--- src/rtl/demux_thicc_reg_pkg.sv ---
// Shared slot-count, index-width and default data-width definitions
// for the write-side demux and its companion read-side multiplexer.
package demux_thicc_reg_pkg;

    localparam int SLOTS     = 16;
    localparam int IDX_W     = 4;
    localparam int DEF_WIDTH = 8;

    typedef logic [SLOTS-1:0] slot_mask_t;
    typedef logic [IDX_W-1:0] slot_idx_t;

    function automatic slot_mask_t onehot(input slot_idx_t idx);
        onehot = slot_mask_t'(1) << idx;
    endfunction

endpackage

--- src/rtl/demux_thicc_reg_slice.sv ---
// One WIDTH-bit storage slot: load, synchronous clear (dominant),
// asynchronous active-low reset.
module reg_slice #(
    parameter int WIDTH = 8
) (
    input  logic             clk,
    input  logic             rst_n,
    input  logic             load,
    input  logic             clear,
    input  logic [WIDTH-1:0] d,
    output logic [WIDTH-1:0] q
);

    always_ff @(posedge clk or negedge rst_n) begin
        if (!rst_n) begin
            q <= '0;
        end else if (clear) begin
            q <= '0;
        end else if (load) begin
            q <= d;
        end
    end

endmodule

--- src/rtl/demux_thicc_reg.sv ---
// Registered 1-to-16 demux: writes land in one of sixteen slots and
// are tracked by a written mask plus a one-cycle write acknowledge.
module demux_thicc_reg
    import demux_thicc_reg_pkg::*;
#(
    parameter int WIDTH = DEF_WIDTH
) (
    input  logic             clk,
    input  logic             rst_n,
    input  logic [WIDTH-1:0] in,
    input  logic [3:0]       select,
    input  logic             write_en,
    input  logic             clear,
    output logic [WIDTH-1:0] out_0,
    output logic [WIDTH-1:0] out_1,
    output logic [WIDTH-1:0] out_2,
    output logic [WIDTH-1:0] out_3,
    output logic [WIDTH-1:0] out_4,
    output logic [WIDTH-1:0] out_5,
    output logic [WIDTH-1:0] out_6,
    output logic [WIDTH-1:0] out_7,
    output logic [WIDTH-1:0] out_8,
    output logic [WIDTH-1:0] out_9,
    output logic [WIDTH-1:0] out_a,
    output logic [WIDTH-1:0] out_b,
    output logic [WIDTH-1:0] out_c,
    output logic [WIDTH-1:0] out_d,
    output logic [WIDTH-1:0] out_e,
    output logic [WIDTH-1:0] out_f,
    output logic [15:0]      written,
    output logic             wr_done,
    output logic [3:0]       wr_index
);

    slot_mask_t       load;
    logic [WIDTH-1:0] q [SLOTS];

    // Gate with write_en first so an unknown select never reaches a slot.
    always_comb begin
        load = '0;
        if (write_en && !clear) begin
            load = onehot(select);
        end
    end

    for (genvar i = 0; i < SLOTS; i++) begin : g_slot
        reg_slice #(.WIDTH(WIDTH)) u_slice (
            .clk   (clk),
            .rst_n (rst_n),
            .load  (load[i]),
            .clear (clear),
            .d     (in),
            .q     (q[i])
        );
    end

    assign out_0 = q[0];
    assign out_1 = q[1];
    assign out_2 = q[2];
    assign out_3 = q[3];
    assign out_4 = q[4];
    assign out_5 = q[5];
    assign out_6 = q[6];
    assign out_7 = q[7];
    assign out_8 = q[8];
    assign out_9 = q[9];
    assign out_a = q[10];
    assign out_b = q[11];
    assign out_c = q[12];
    assign out_d = q[13];
    assign out_e = q[14];
    assign out_f = q[15];

    always_ff @(posedge clk or negedge rst_n) begin
        if (!rst_n) begin
            written  <= '0;
            wr_done  <= 1'b0;
            wr_index <= '0;
        end else if (clear) begin
            written  <= '0;
            wr_done  <= 1'b0;
        end else if (write_en) begin
            written  <= written | load;
            wr_done  <= 1'b1;
            wr_index <= select;
        end else begin
            wr_done  <= 1'b0;
        end
    end

endmodule

--- config.mk ---
export PLATFORM = sky130hd
export DESIGN_NAME = demux_thicc_reg
export DESIGN_NICKNAME = d
export VERILOG_FILES = /design/src/rtl/demux_thicc_reg_pkg.sv /design/src/rtl/demux_thicc_reg_slice.sv /design/src/rtl/demux_thicc_reg.sv
export SDC_FILE = /design/constraint.sdc
export NUM_CORES = 1
export LEC_CHECK = 0
export ABC_AREA = 1
export CAP_MARGIN = 5
export CORE_MARGIN = 5
export CORE_UTILIZATION = 30
export DETAILED_ROUTE_END_ITERATION = 12
export GPL_ROUTABILITY_DRIVEN = 0
export RECOVER_POWER = 100
export SLEW_MARGIN = 20
export SYNTH_ARGS = -nofsm -noshare
export SYNTH_HDL_FRONTEND = slang
export SYNTH_SLANG_ARGS = --single-unit
--- constraint.sdc ---
create_clock -name clk -period 0.8 [get_ports clk]
set_input_delay 0.16 -clock clk [delete_from_list [all_inputs] [get_ports clk]]
set_output_delay 0.16 -clock clk [all_outputs]
set_load 0.01 [all_outputs]
---- After elaboration in Yosys (flattened, before gate mapping) ----
Cells that the tools add are included.
Widths: inputs -> output; s select.
storage, ports and cells
  memories ................................ 0
  output and inout bits ................... 149
  word-level logic and storage cells ...... 79
  bits in read-only memories .............. 0
  register bits ........................... 149
  bits in latches ......................... 0
  input bits .............................. 16
  RAM bits ................................ 0
cells by class
  shift-type cells ........................ 1
  add/sub/neg operators ................... 0
  divide/modulo/power cells ............... 0
  magnitude comparators ................... 0
  bitwise gates (word level) .............. 2
  equal/unequal tests ..................... 0
  reductions and logical operators ........ 20
  mux-type cells .......................... 37
  $mul .................................... 0
operators by type and width
  kind                  count
  $mux 8                32
  $mux 16               3
  $reduce_bool 2->1     17
  $or 16x16->16         1
  $shl 1x4->16 const A  1
  $mux 1                2
  $reduce_and 2->1      1
  $logic_and 1x1->1     1
  $logic_not 1->1       1
  $not 1->1             1

---- Depth between registers and ports, before layout ----
Gate-level depths: netlist (run 1).
  depth after elaboration ................. 6
  mapped depth ............................ 8
  depth with buffers taken out ............ 7

---- Hierarchy ----
Synthesis (run 1) repeated with hierarchy kept, for this count alone.
unflattened totals
  cells, all modules ...................... 676
  area total of the unflattened synthesis .. 6278.5 sq um
modules (own cells, without submodules)
  module           cells each  area each (sq um)  times used
  reg_slice        35          335.3              16
  demux_thicc_reg  116         913.4              1

---- Least setup slack after synthesis (run 1) ----
Ideal clock, no wire load.
  path type ............................... input -> register
  start ................................... input clear
  end ..................................... register g_slot[3].u_slice.q[0]
  library setup time ...................... 0.065 ns
  stages .................................. 8
  data required time ...................... 0.735 ns
  path buffers ............................ 1
  setup slack ............................. -0.323 ns
  data arrival time ....................... 1.058 ns
  cells stage by stage .................... buf_2 -> inv_4 -> nand2_8 -> nor2_4 -> nand2_2 -> inv_2 -> nand2_1 -> nand2_1
on the way
  longest elaborated chain between the ends .. 4
ends and longest elaborated chain
  item                                RTL line                     source
  from (decl)                         demux_thicc_reg.sv:13        input logic clear,
  $logic_not 1->1                     demux_thicc_reg.sv:41        if (write_en && !clear) begin
  $logic_and 1x1->1                   demux_thicc_reg.sv:41
  $mux 16                             demux_thicc_reg.sv:41
  $reduce_bool 2->1 (no source line)  --
  to (signal assigned)                demux_thicc_reg_slice.sv:16  q <= '0;
  to (signal assigned)                demux_thicc_reg_slice.sv:18  q <= '0;
  to (signal assigned)                demux_thicc_reg_slice.sv:20  q <= d;
  to (decl)                           demux_thicc_reg_slice.sv:11  output logic [WIDTH-1:0] q
Several ways; a longest one is shown, not always the timed one.
A chain may end at the register's enable or synchronous reset.

---- Worst setup path in the final report (run 1) ----
  start ................................... register g_slot[13].u_slice.q[4]
  end ..................................... output out_d[4]
RTL lines
  item                    RTL line                     source
  from (decl)             demux_thicc_reg_slice.sv:11
  from (signal assigned)  demux_thicc_reg_slice.sv:16
  from (signal assigned)  demux_thicc_reg_slice.sv:18
  from (signal assigned)  demux_thicc_reg_slice.sv:20
  to (decl)               demux_thicc_reg.sv:27        output logic [WIDTH-1:0] out_d,
No word-level cell between the ends.

==> results of run 1 <==
state kept, by name, indices dropped and copies added, names as in the netlist:
register	cells
g_slot.u_slice.q	128
wr_index	4
wr_done	1
written	16
cell families after synthesis:
kind of cell / count (synthesis) / share of synthesized area [%]
flip-flops: 149 / 62.1
AO/OA/AOI/OAI: 3 / 0.250
buffers and inverters: 44 / 2.92
AND/OR/NAND/NOR: 479 / 34.7
metrics by stage:
stage | hold WS [ns] | TNS [ns] | worst slack (ns) | util (%)
3_5_place_dp | 0.0352 | -178.13 | -1.16 | 44.2
4_1_cts | 0.132 | -52.52 | -0.359 | 51.5
6_report | 0.155 | -62.25 | -0.340 | 55.2
2_1_floorplan | -0.136 | -29.98 | -0.253 | -
3_3_place_gp | 0.0378 | -175.95 | -1.15 | 44.2
5_1_grt | 0.154 | -82.22 | -0.375 | 55.2
cell type report:
cell class / instances / share of cell area [%]
Antenna cell: 1 / 0.0231
Clock buffer: 19 / 4.00
Clock inverter: 13 / 1.24
Inverter: 19 / 0.971
Multi-Input combinational cell: 490 / 28.5
Sequential cell: 149 / 34.5
Tap cell: 265 / 3.06
Timing Repair Buffer: 347 / 27.7
synthesized netlist by cell type, drive strengths merged:
master	instances	area, µm²
nand2	316	1220
dfrtp	149	3730
nand3	134	671
nor2	29	193
inv	18	70.1
buf	16	66.3
clkbuf	9	33.8
o21ai	3	15.0
clkinv	1	5.00
repair_timing:
item                                    CTS  global route
resized for setup                       821            84
hold endpoints to repair                149             0
endpoints found under the setup margin  297           290
setup buffers                            58            63
pin swaps                                63            44
gates cloned                             12             4
hold buffers                              1             0
metal layers:
metal / vias up / wire, µm / track usage [%]
met5: - / 0 / 0
met4: 0 / 588 / 7.57
met3: 33 / 1130 / 3.48
met2: 185 / 12100 / 33.7
met1: 3005 / 10800 / 27.0
li1: 2867 / - / -
path summary, 6_finish.rpt:
path,slack (ns),cells after the start,end,start
max,-0.34,1,out_d[4],g_slot[13].u_slice.q[4]
min,0.15,3,wr_index[0],select[0]
max reg2reg,-0.04,4,g_slot[9].u_slice.q[0],g_slot[9].u_slice.q[0]
min reg2reg,0.48,2,written[6],written[6]
max in group asynchronous,-0.09,3,written[10],rst_n
min in group asynchronous,0.31,2,written[14],rst_n
power by group through the flow:
stage | sequential (W) | combinational (W) | clock [W]
floorplan | 0.00786 | 0.000440 | 0
global placement | 0.00782 | 0.00132 | 0
detailed placement | 0.00782 | 0.00133 | 0
CTS | 0.00769 | 0.00180 | 0.00794
global route | 0.00769 | 0.00208 | 0.00822
finish | 0.00769 | 0.00197 | 0.00781
==> flow_results.xml, run 1 <==
<?xml version="1.0" encoding="UTF-8"?>
<metrics>
  <group name="place">
    <metric name="io_buffers" unit="">164</metric>
    <metric name="placed_area" unit="µm²">8670</metric>
    <metric name="detailed_place_hpwl" unit="µm">13800</metric>
    <metric name="placedCellCount" unit="">1157</metric>
  </group>
  <group name="drt">
    <metric name="drt_first_pass_iters" unit="">5</metric>
    <metric name="drtIter0Drc" unit="">297</metric>
    <metric name="dr_total_vias" unit="">6090</metric>
    <metric name="avgRoutedWirePerCell" unit="µm">18.9</metric>
    <metric name="drt.antenna.violating_nets" unit="">0</metric>
    <metric name="post-route-drc-count" unit="">0</metric>
    <metric name="per_cell_via_count_in_the_routed_design" unit="">4.67</metric>
    <metric name="totalWireLength" unit="µm">24600</metric>
  </group>
  <group name="critical_path">
    <metric name="critPathSlowestCell" unit="">sky130_fd_sc_hd__dfrtp_1</metric>
    <metric name="worst-path-buf-inv" unit="">1</metric>
    <metric name="kind_of_end_point_of_the_critical_path" unit="">primary output</metric>
    <metric name="critPathRequiredTime" unit="ns">0.64</metric>
    <metric name="critPathArrivalTime" unit="ns">0.98</metric>
    <metric name="crit_path_max_fanout" unit="">2</metric>
    <metric name="setup.worst_path.start_class" unit="">flop</metric>
    <metric name="critical_path.top_delay_family" unit="">flip-flops</metric>
    <metric name="cpPeakStageDelay" unit="ns">0.41</metric>
    <metric name="critical_path_class" unit="">flop to primary output</metric>
    <metric name="worstPathCellList" unit="">buf_2</metric>
  </group>
  <group name="power">
    <metric name="power_switching" unit="W">0.00447</metric>
    <metric name="vdd.ir_drop.worst" unit="mV">1.43</metric>
    <metric name="total_leakage_power" unit="nW">5.93</metric>
    <metric name="power.total" unit="W">0.0175</metric>
    <metric name="cell_internal_pwr" unit="W">0.0130</metric>
    <metric name="power.share.sequential" unit="%">44.0</metric>
    <metric name="power.share.combinational" unit="%">11.3</metric>
    <metric name="p_sw_share" unit="%">25.6</metric>
    <metric name="power-per-cell-area" unit="nW/µm²">1610</metric>
    <metric name="share_clk_of_total_power" unit="%">44.7</metric>
  </group>
  <group name="finish">
    <metric name="drive_gt1_share" unit="%">51.4</metric>
    <metric name="design_area" unit="µm²">10800</metric>
    <metric name="sequential_cell_area" unit="µm²">3730</metric>
    <metric name="fin_cells" unit="">1303</metric>
    <metric name="most_common_library_cell_in_the_layout_ignoring_fill_and_taps" unit="">sky130_fd_sc_hd__nand2_1</metric>
    <metric name="multiInputGateArea" unit="µm²">3090</metric>
    <metric name="num-nets-final" unit="">1040</metric>
    <metric name="layout_common_cells" unit="">sky130_fd_sc_hd__nand2_1, sky130_fd_sc_hd__dfrtp_1, sky130_fd_sc_hd__buf_4, sky130_fd_sc_hd__buf_2, sky130_fd_sc_hd__nand3_2</metric>
    <metric name="fillers" unit="">1728</metric>
    <metric name="area_delta_synth_final" unit="%">80.2</metric>
  </group>
  <group name="grt">
    <metric name="grt_pass1_vias" unit="">6063</metric>
    <metric name="global_route.overflow_total" unit="">0</metric>
    <metric name="grt_use_total" unit="%">20.4</metric>
    <metric name="grt_pass1_wl" unit="µm">35400</metric>
    <metric name="grt_max_degree" unit="">62</metric>
    <metric name="grt_antenna_before_repair" unit="">1</metric>
  </group>
  <group name="clocking">
    <metric name="clkLatencyLatePin" unit="ns">0.42</metric>
    <metric name="cts-root-buf" unit="">sky130_fd_sc_hd__clkbuf_16</metric>
    <metric name="clk_transition_reported_paths" unit="ns">0.06</metric>
    <metric name="cts.path.max_buffers" unit="">2</metric>
    <metric name="cts_buf_count" unit="">17</metric>
    <metric name="clock_sinks" unit="">149</metric>
    <metric name="htree_num_levels" unit="">4</metric>
    <metric name="cts_tree" unit="">yes</metric>
  </group>
  <group name="run">
    <metric name="cap_violations" unit="">0</metric>
  </group>
  <group name="synth">
    <metric name="synth.cell_area" unit="µm²">6000</metric>
    <metric name="postSynthNetCount" unit="">691</metric>
    <metric name="yosys.cell_types.count" unit="">18</metric>
    <metric name="syn_area_per_cell" unit="µm²">8.90</metric>
    <metric name="postSynthCellCount" unit="">675</metric>
    <metric name="ys_warn_count" unit="">0</metric>
    <metric name="sequential_fraction_of_the_synthesis_area" unit="%">62.1</metric>
    <metric name="synth.ff_latch_count" unit="">149</metric>
  </group>
  <group name="floorplan">
    <metric name="start_util" unit="%">30.7</metric>
    <metric name="fp.dieArea" unit="µm²">22900</metric>
    <metric name="num_rows" unit="">51</metric>
    <metric name="core_area" unit="µm²">19600</metric>
    <metric name="dieHeight" unit="µm">151</metric>
    <metric name="floorplan.io_pins" unit="">165</metric>
    <metric name="die_width" unit="µm">151</metric>
  </group>
  <group name="sta">
    <metric name="max_fclk" unit="MHz">877</metric>
    <metric name="timing.final.crit_period" unit="ns">1.14</metric>
    <metric name="final.period_utilization" unit="%">142</metric>
    <metric name="final_critical_path_setup_slack" unit="ns">-0.340</metric>
    <metric name="grt_setup_unrepaired" unit="">true</metric>
    <metric name="timing_worst_slew_pin_value" unit="ns">0.622</metric>
    <metric name="slew_violations" unit="">0</metric>
    <metric name="clock-skew-final" unit="ns">0</metric>
    <metric name="timing.final.setup_violations" unit="">411</metric>
    <metric name="relSlewSlack" unit="%">58.5</metric>
    <metric name="report.final.hold_viol_count" unit="">0</metric>
  </group>
  <group name="run_status">
    <metric name="failed_checks" unit="">setup timing</metric>
    <metric name="status" unit="">complete, but fails checks</metric>
  </group>
  <group name="min_path">
    <metric name="worst_min_delay_path_category" unit="">input port to flop</metric>
  </group>
</metrics>
No activity file was read; power rests on OpenSTA's default activity.
==> inputs of run 2 (changes only) <==
--- a/config.mk
+++ b/config.mk
@@ -8,11 +8,13 @@
 export ABC_AREA = 1
 export CAP_MARGIN = 5
 export CORE_MARGIN = 5
-export CORE_UTILIZATION = 30
+export CORE_UTILIZATION = 44
 export DETAILED_ROUTE_END_ITERATION = 12
 export GPL_ROUTABILITY_DRIVEN = 0
+export PLACE_DENSITY = 0.76
 export RECOVER_POWER = 100
-export SLEW_MARGIN = 20
+export SLEW_MARGIN = 0
 export SYNTH_ARGS = -nofsm -noshare
 export SYNTH_HDL_FRONTEND = slang
+export SYNTH_HIERARCHICAL = 1
 export SYNTH_SLANG_ARGS = --single-unit
==> run 2 against run 1 <==
  * The run still ends with setup timing left
  * Non-clock buffer count is 9 lower
  * Routed wire length decreased by 13%
  * Flip-flop and latch count unchanged
  * Final area fell by 1.7%
  * Final cell count shrank 7.2%
  * Die area is 27% lower
  * Fmax decreased by 0.93%
  * Sequential power barely moved
  * Critical endpoint is now out_5[7]
  * Largest cell class unchanged
==> flow_results.xml, run 2 <==
<?xml version="1.0" encoding="UTF-8"?>
<metrics>
  <group name="sta">
    <metric name="report.final.hold_viol_count" unit="">0</metric>
    <metric name="relSlewSlack" unit="%">54.8</metric>
    <metric name="final.period_utilization" unit="%">144</metric>
    <metric name="slew_violations" unit="">0</metric>
    <metric name="timing.final.setup_violations" unit="">424</metric>
    <metric name="grt_setup_unrepaired" unit="">true</metric>
    <metric name="timing.final.crit_period" unit="ns">1.15</metric>
    <metric name="timing_worst_slew_pin_value" unit="ns">0.677</metric>
    <metric name="fin_tns_setup" unit="ns">-89.67</metric>
    <metric name="max_fclk" unit="MHz">869</metric>
    <metric name="final_critical_path_setup_slack" unit="ns">-0.350</metric>
    <metric name="clock-skew-final" unit="ns">0</metric>
  </group>
  <group name="synth">
    <metric name="synth.cell_area" unit="µm²">6280</metric>
    <metric name="postSynthNetCount" unit="">692</metric>
    <metric name="sequential_fraction_of_the_synthesis_area" unit="%">59.4</metric>
    <metric name="syn_area_per_cell" unit="µm²">9.29</metric>
    <metric name="synth.ff_latch_count" unit="">149</metric>
    <metric name="synth-edff-count" unit="">0</metric>
    <metric name="yosys.area.top_type" unit="">sky130_fd_sc_hd__dfrtp_1</metric>
    <metric name="yosys.cell_types.count" unit="">12</metric>
    <metric name="most_instantiated_library_cell_after_synthesis" unit="">sky130_fd_sc_hd__nand2_1</metric>
    <metric name="ys_warn_count" unit="">6</metric>
    <metric name="async_flop_share" unit="%">100</metric>
    <metric name="postSynth.topFlopCell" unit="">sky130_fd_sc_hd__dfrtp_1</metric>
    <metric name="yosysTopAreaCellShare" unit="%">59.4</metric>
    <metric name="synthTopCellsByCount" unit="">sky130_fd_sc_hd__nand2_1, sky130_fd_sc_hd__dfrtp_1, sky130_fd_sc_hd__nand3_1</metric>
    <metric name="post_synth_main_area_contributors" unit="">sky130_fd_sc_hd__dfrtp_1, sky130_fd_sc_hd__nand2_1, sky130_fd_sc_hd__nand3_1</metric>
    <metric name="postSynthCellCount" unit="">676</metric>
  </group>
  <group name="grt">
    <metric name="grt_pass1_wl" unit="µm">30800</metric>
    <metric name="grt_use_total" unit="%">23.8</metric>
    <metric name="grt_antenna_before_repair" unit="">0</metric>
    <metric name="grt_pass1_vias" unit="">5887</metric>
    <metric name="grt_max_degree" unit="">52</metric>
    <metric name="global_route.overflow_total" unit="">0</metric>
  </group>
  <group name="clocking">
    <metric name="htree_num_levels" unit="">4</metric>
    <metric name="cts-root-buf" unit="">sky130_fd_sc_hd__clkbuf_16</metric>
    <metric name="cts.path.max_buffers" unit="">2</metric>
    <metric name="clock_sinks" unit="">149</metric>
    <metric name="cts_buf_count" unit="">17</metric>
    <metric name="cts_tree" unit="">yes</metric>
    <metric name="clkLatencyLatePin" unit="ns">0.42</metric>
    <metric name="clk_transition_reported_paths" unit="ns">0.06</metric>
  </group>
  <group name="critical_path">
    <metric name="reg2reg_to" unit="">g_slot[11].u_slice/q[7]</metric>
    <metric name="worst-r2r-setup-slack" unit="ns">-0.07</metric>
    <metric name="setup.worst_path.start_class" unit="">flop</metric>
    <metric name="worstPathCellList" unit="">buf_2</metric>
    <metric name="cpPeakStageDelay" unit="ns">0.42</metric>
    <metric name="critPathRequiredTime" unit="ns">0.64</metric>
    <metric name="critical_path.top_delay_family" unit="">flip-flops</metric>
    <metric name="kind_of_end_point_of_the_critical_path" unit="">primary output</metric>
    <metric name="timing.rr.start" unit="">g_slot[11].u_slice/q[7]</metric>
    <metric name="worst-path-buf-inv" unit="">1</metric>
    <metric name="critical_path_class" unit="">flop to primary output</metric>
    <metric name="critPathArrivalTime" unit="ns">0.99</metric>
    <metric name="crit_path_max_fanout" unit="">2</metric>
    <metric name="timing.reg2reg.worst_path_depth" unit="">4</metric>
    <metric name="critPathSlowestCell" unit="">sky130_fd_sc_hd__dfrtp_1</metric>
  </group>
  <group name="place">
    <metric name="pre_cts_ws" unit="ns">-0.974</metric>
    <metric name="detailed_place_hpwl" unit="µm">12500</metric>
    <metric name="io_buffers" unit="">164</metric>
  </group>
  <group name="floorplan">
    <metric name="core_area" unit="µm²">13900</metric>
    <metric name="dieHeight" unit="µm">129</metric>
    <metric name="fp.dieArea" unit="µm²">16800</metric>
    <metric name="num_rows" unit="">43</metric>
    <metric name="start_util" unit="%">45.1</metric>
    <metric name="floorplan.io_pins" unit="">165</metric>
    <metric name="die_width" unit="µm">129</metric>
  </group>
  <group name="run">
    <metric name="cap_violations" unit="">0</metric>
  </group>
  <group name="drt">
    <metric name="totalWireLength" unit="µm">21500</metric>
    <metric name="met3_wirelength" unit="µm">2150</metric>
    <metric name="top_layer_in_use" unit="">met4</metric>
    <metric name="avgRoutedWirePerCell" unit="µm">17.7</metric>
    <metric name="drt_first_pass_iters" unit="">5</metric>
    <metric name="routed-wl-met2" unit="µm">10400</metric>
    <metric name="dr_total_vias" unit="">6138</metric>
    <metric name="drtIter0Drc" unit="">489</metric>
    <metric name="wl_met1" unit="µm">8500</metric>
    <metric name="per_cell_via_count_in_the_routed_design" unit="">5.08</metric>
    <metric name="drt.antenna.violating_nets" unit="">0</metric>
    <metric name="post-route-drc-count" unit="">0</metric>
  </group>
  <group name="finish">
    <metric name="fillers" unit="">925</metric>
    <metric name="drive_gt1_share" unit="%">50.3</metric>
    <metric name="multiInputGateArea" unit="µm²">2690</metric>
    <metric name="largest_register" unit="">g_slot.u_slice/q</metric>
    <metric name="most_common_library_cell_in_the_layout_ignoring_fill_and_taps" unit="">sky130_fd_sc_hd__nand2_1</metric>
    <metric name="biggestRegsByFlops" unit="">g_slot.u_slice/q (128), written (16), wr_index (4)</metric>
    <metric name="num-nets-final" unit="">1032</metric>
    <metric name="area_delta_synth_final" unit="%">69.3</metric>
    <metric name="sequential_cell_area" unit="µm²">3730</metric>
    <metric name="n_antenna_cell" unit="">0</metric>
    <metric name="layout_common_cells" unit="">sky130_fd_sc_hd__nand2_1, sky130_fd_sc_hd__dfrtp_1, sky130_fd_sc_hd__nand3_1, sky130_fd_sc_hd__buf_4, sky130_fd_sc_hd__buf_2</metric>
    <metric name="largest_register_ffs" unit="">128</metric>
    <metric name="finalCoreUtilization" unit="%">76.3</metric>
  </group>
  <group name="min_path">
    <metric name="holdPathStages" unit="">3</metric>
    <metric name="holdCritStartpoint" unit="">select[1]</metric>
    <metric name="worst_min_delay_path_category" unit="">input port to flop</metric>
    <metric name="min_to" unit="">wr_index[1]</metric>
  </group>
  <group name="power">
    <metric name="total_leakage_power" unit="nW">6.05</metric>
    <metric name="power-per-cell-area" unit="nW/µm²">1680</metric>
    <metric name="vdd.ir_drop.worst" unit="mV">1.15</metric>
  </group>
  <group name="run_status">
    <metric name="status" unit="">complete, but fails checks</metric>
    <metric name="failed_checks" unit="">setup timing</metric>
  </group>
</metrics>
-- run 2: worst max-delay path by stage --
stage	start	cells past startpoint	end
3_3_place_gp	write_en	9	g_slot[1].u_slice/q[5]
5_1_grt	g_slot[5].u_slice/q[7]	1	out_5[7]
4_1_cts	g_slot[3].u_slice/q[0]	1	out_3[0]
6_report	g_slot[5].u_slice/q[7]	1	out_5[7]
2_1_floorplan	clear	9	g_slot[0].u_slice/q[0]
3_5_place_dp	write_en	9	g_slot[1].u_slice/q[7]
-- run 2: what timing repair did --
item / in CTS / in global routing
resized for setup: 748 / 174
endpoints found under the hold margin: 149 / 0
endpoints found under the setup margin: 296 / 268
setup buffers: 49 / 53
hold buffers: 1 / 0
gates cloned: 6 / 7
pin swaps: 29 / 45
-- run 2: metrics by stage --
step	power, W	instances	hold WS [ns]	area [µm²]
2_1_floorplan	0.00828	676	-0.136	6300
3_3_place_gp	0.00930	1100	-0.0280	9040
3_5_place_dp	0.00932	1100	-0.0262	9040
4_1_cts	0.0178	1170	0.0983	9770
5_1_grt	0.0185	1209	0.0367	10600
6_report	0.0179	1209	0.0475	10600
-- run 2: kinds of logic (layout without fill, tap and decap cells) --
logic type / after synthesis / in the layout / synth area share, %
compound gates: 4 / 4 / 0.319
buf+inv: 55 / 408 / 5.22
flops: 149 / 149 / 59.4
simple gates: 468 / 468 / 35.1
-- run 2: cell type report --
cell class / count / area share [%]
sequential: 149 / 35.1
timing repair buffer: 338 / 29.1
multi-input combinational: 472 / 25.3
clock buffer: 25 / 4.85
inverter: 38 / 2.51
tap: 180 / 2.12
clock inverter: 7 / 1.09
-- run 2: per-layer routing --
layer  global-route usage [%]  up-vias
met5                        0        -
met4                     7.21        0
met3                     8.08       35
met2                     36.5      280
met1                     32.4     2980
li1                         -     2843
-- run 2: power by group --
part | internal (W) | switching [W] | leakage (nW)
clock | 0.00540 | 0.00299 | 0.309
combinational | 0.000716 | 0.00108 | 3.68
sequential | 0.00763 | 0.0000622 | 2.07
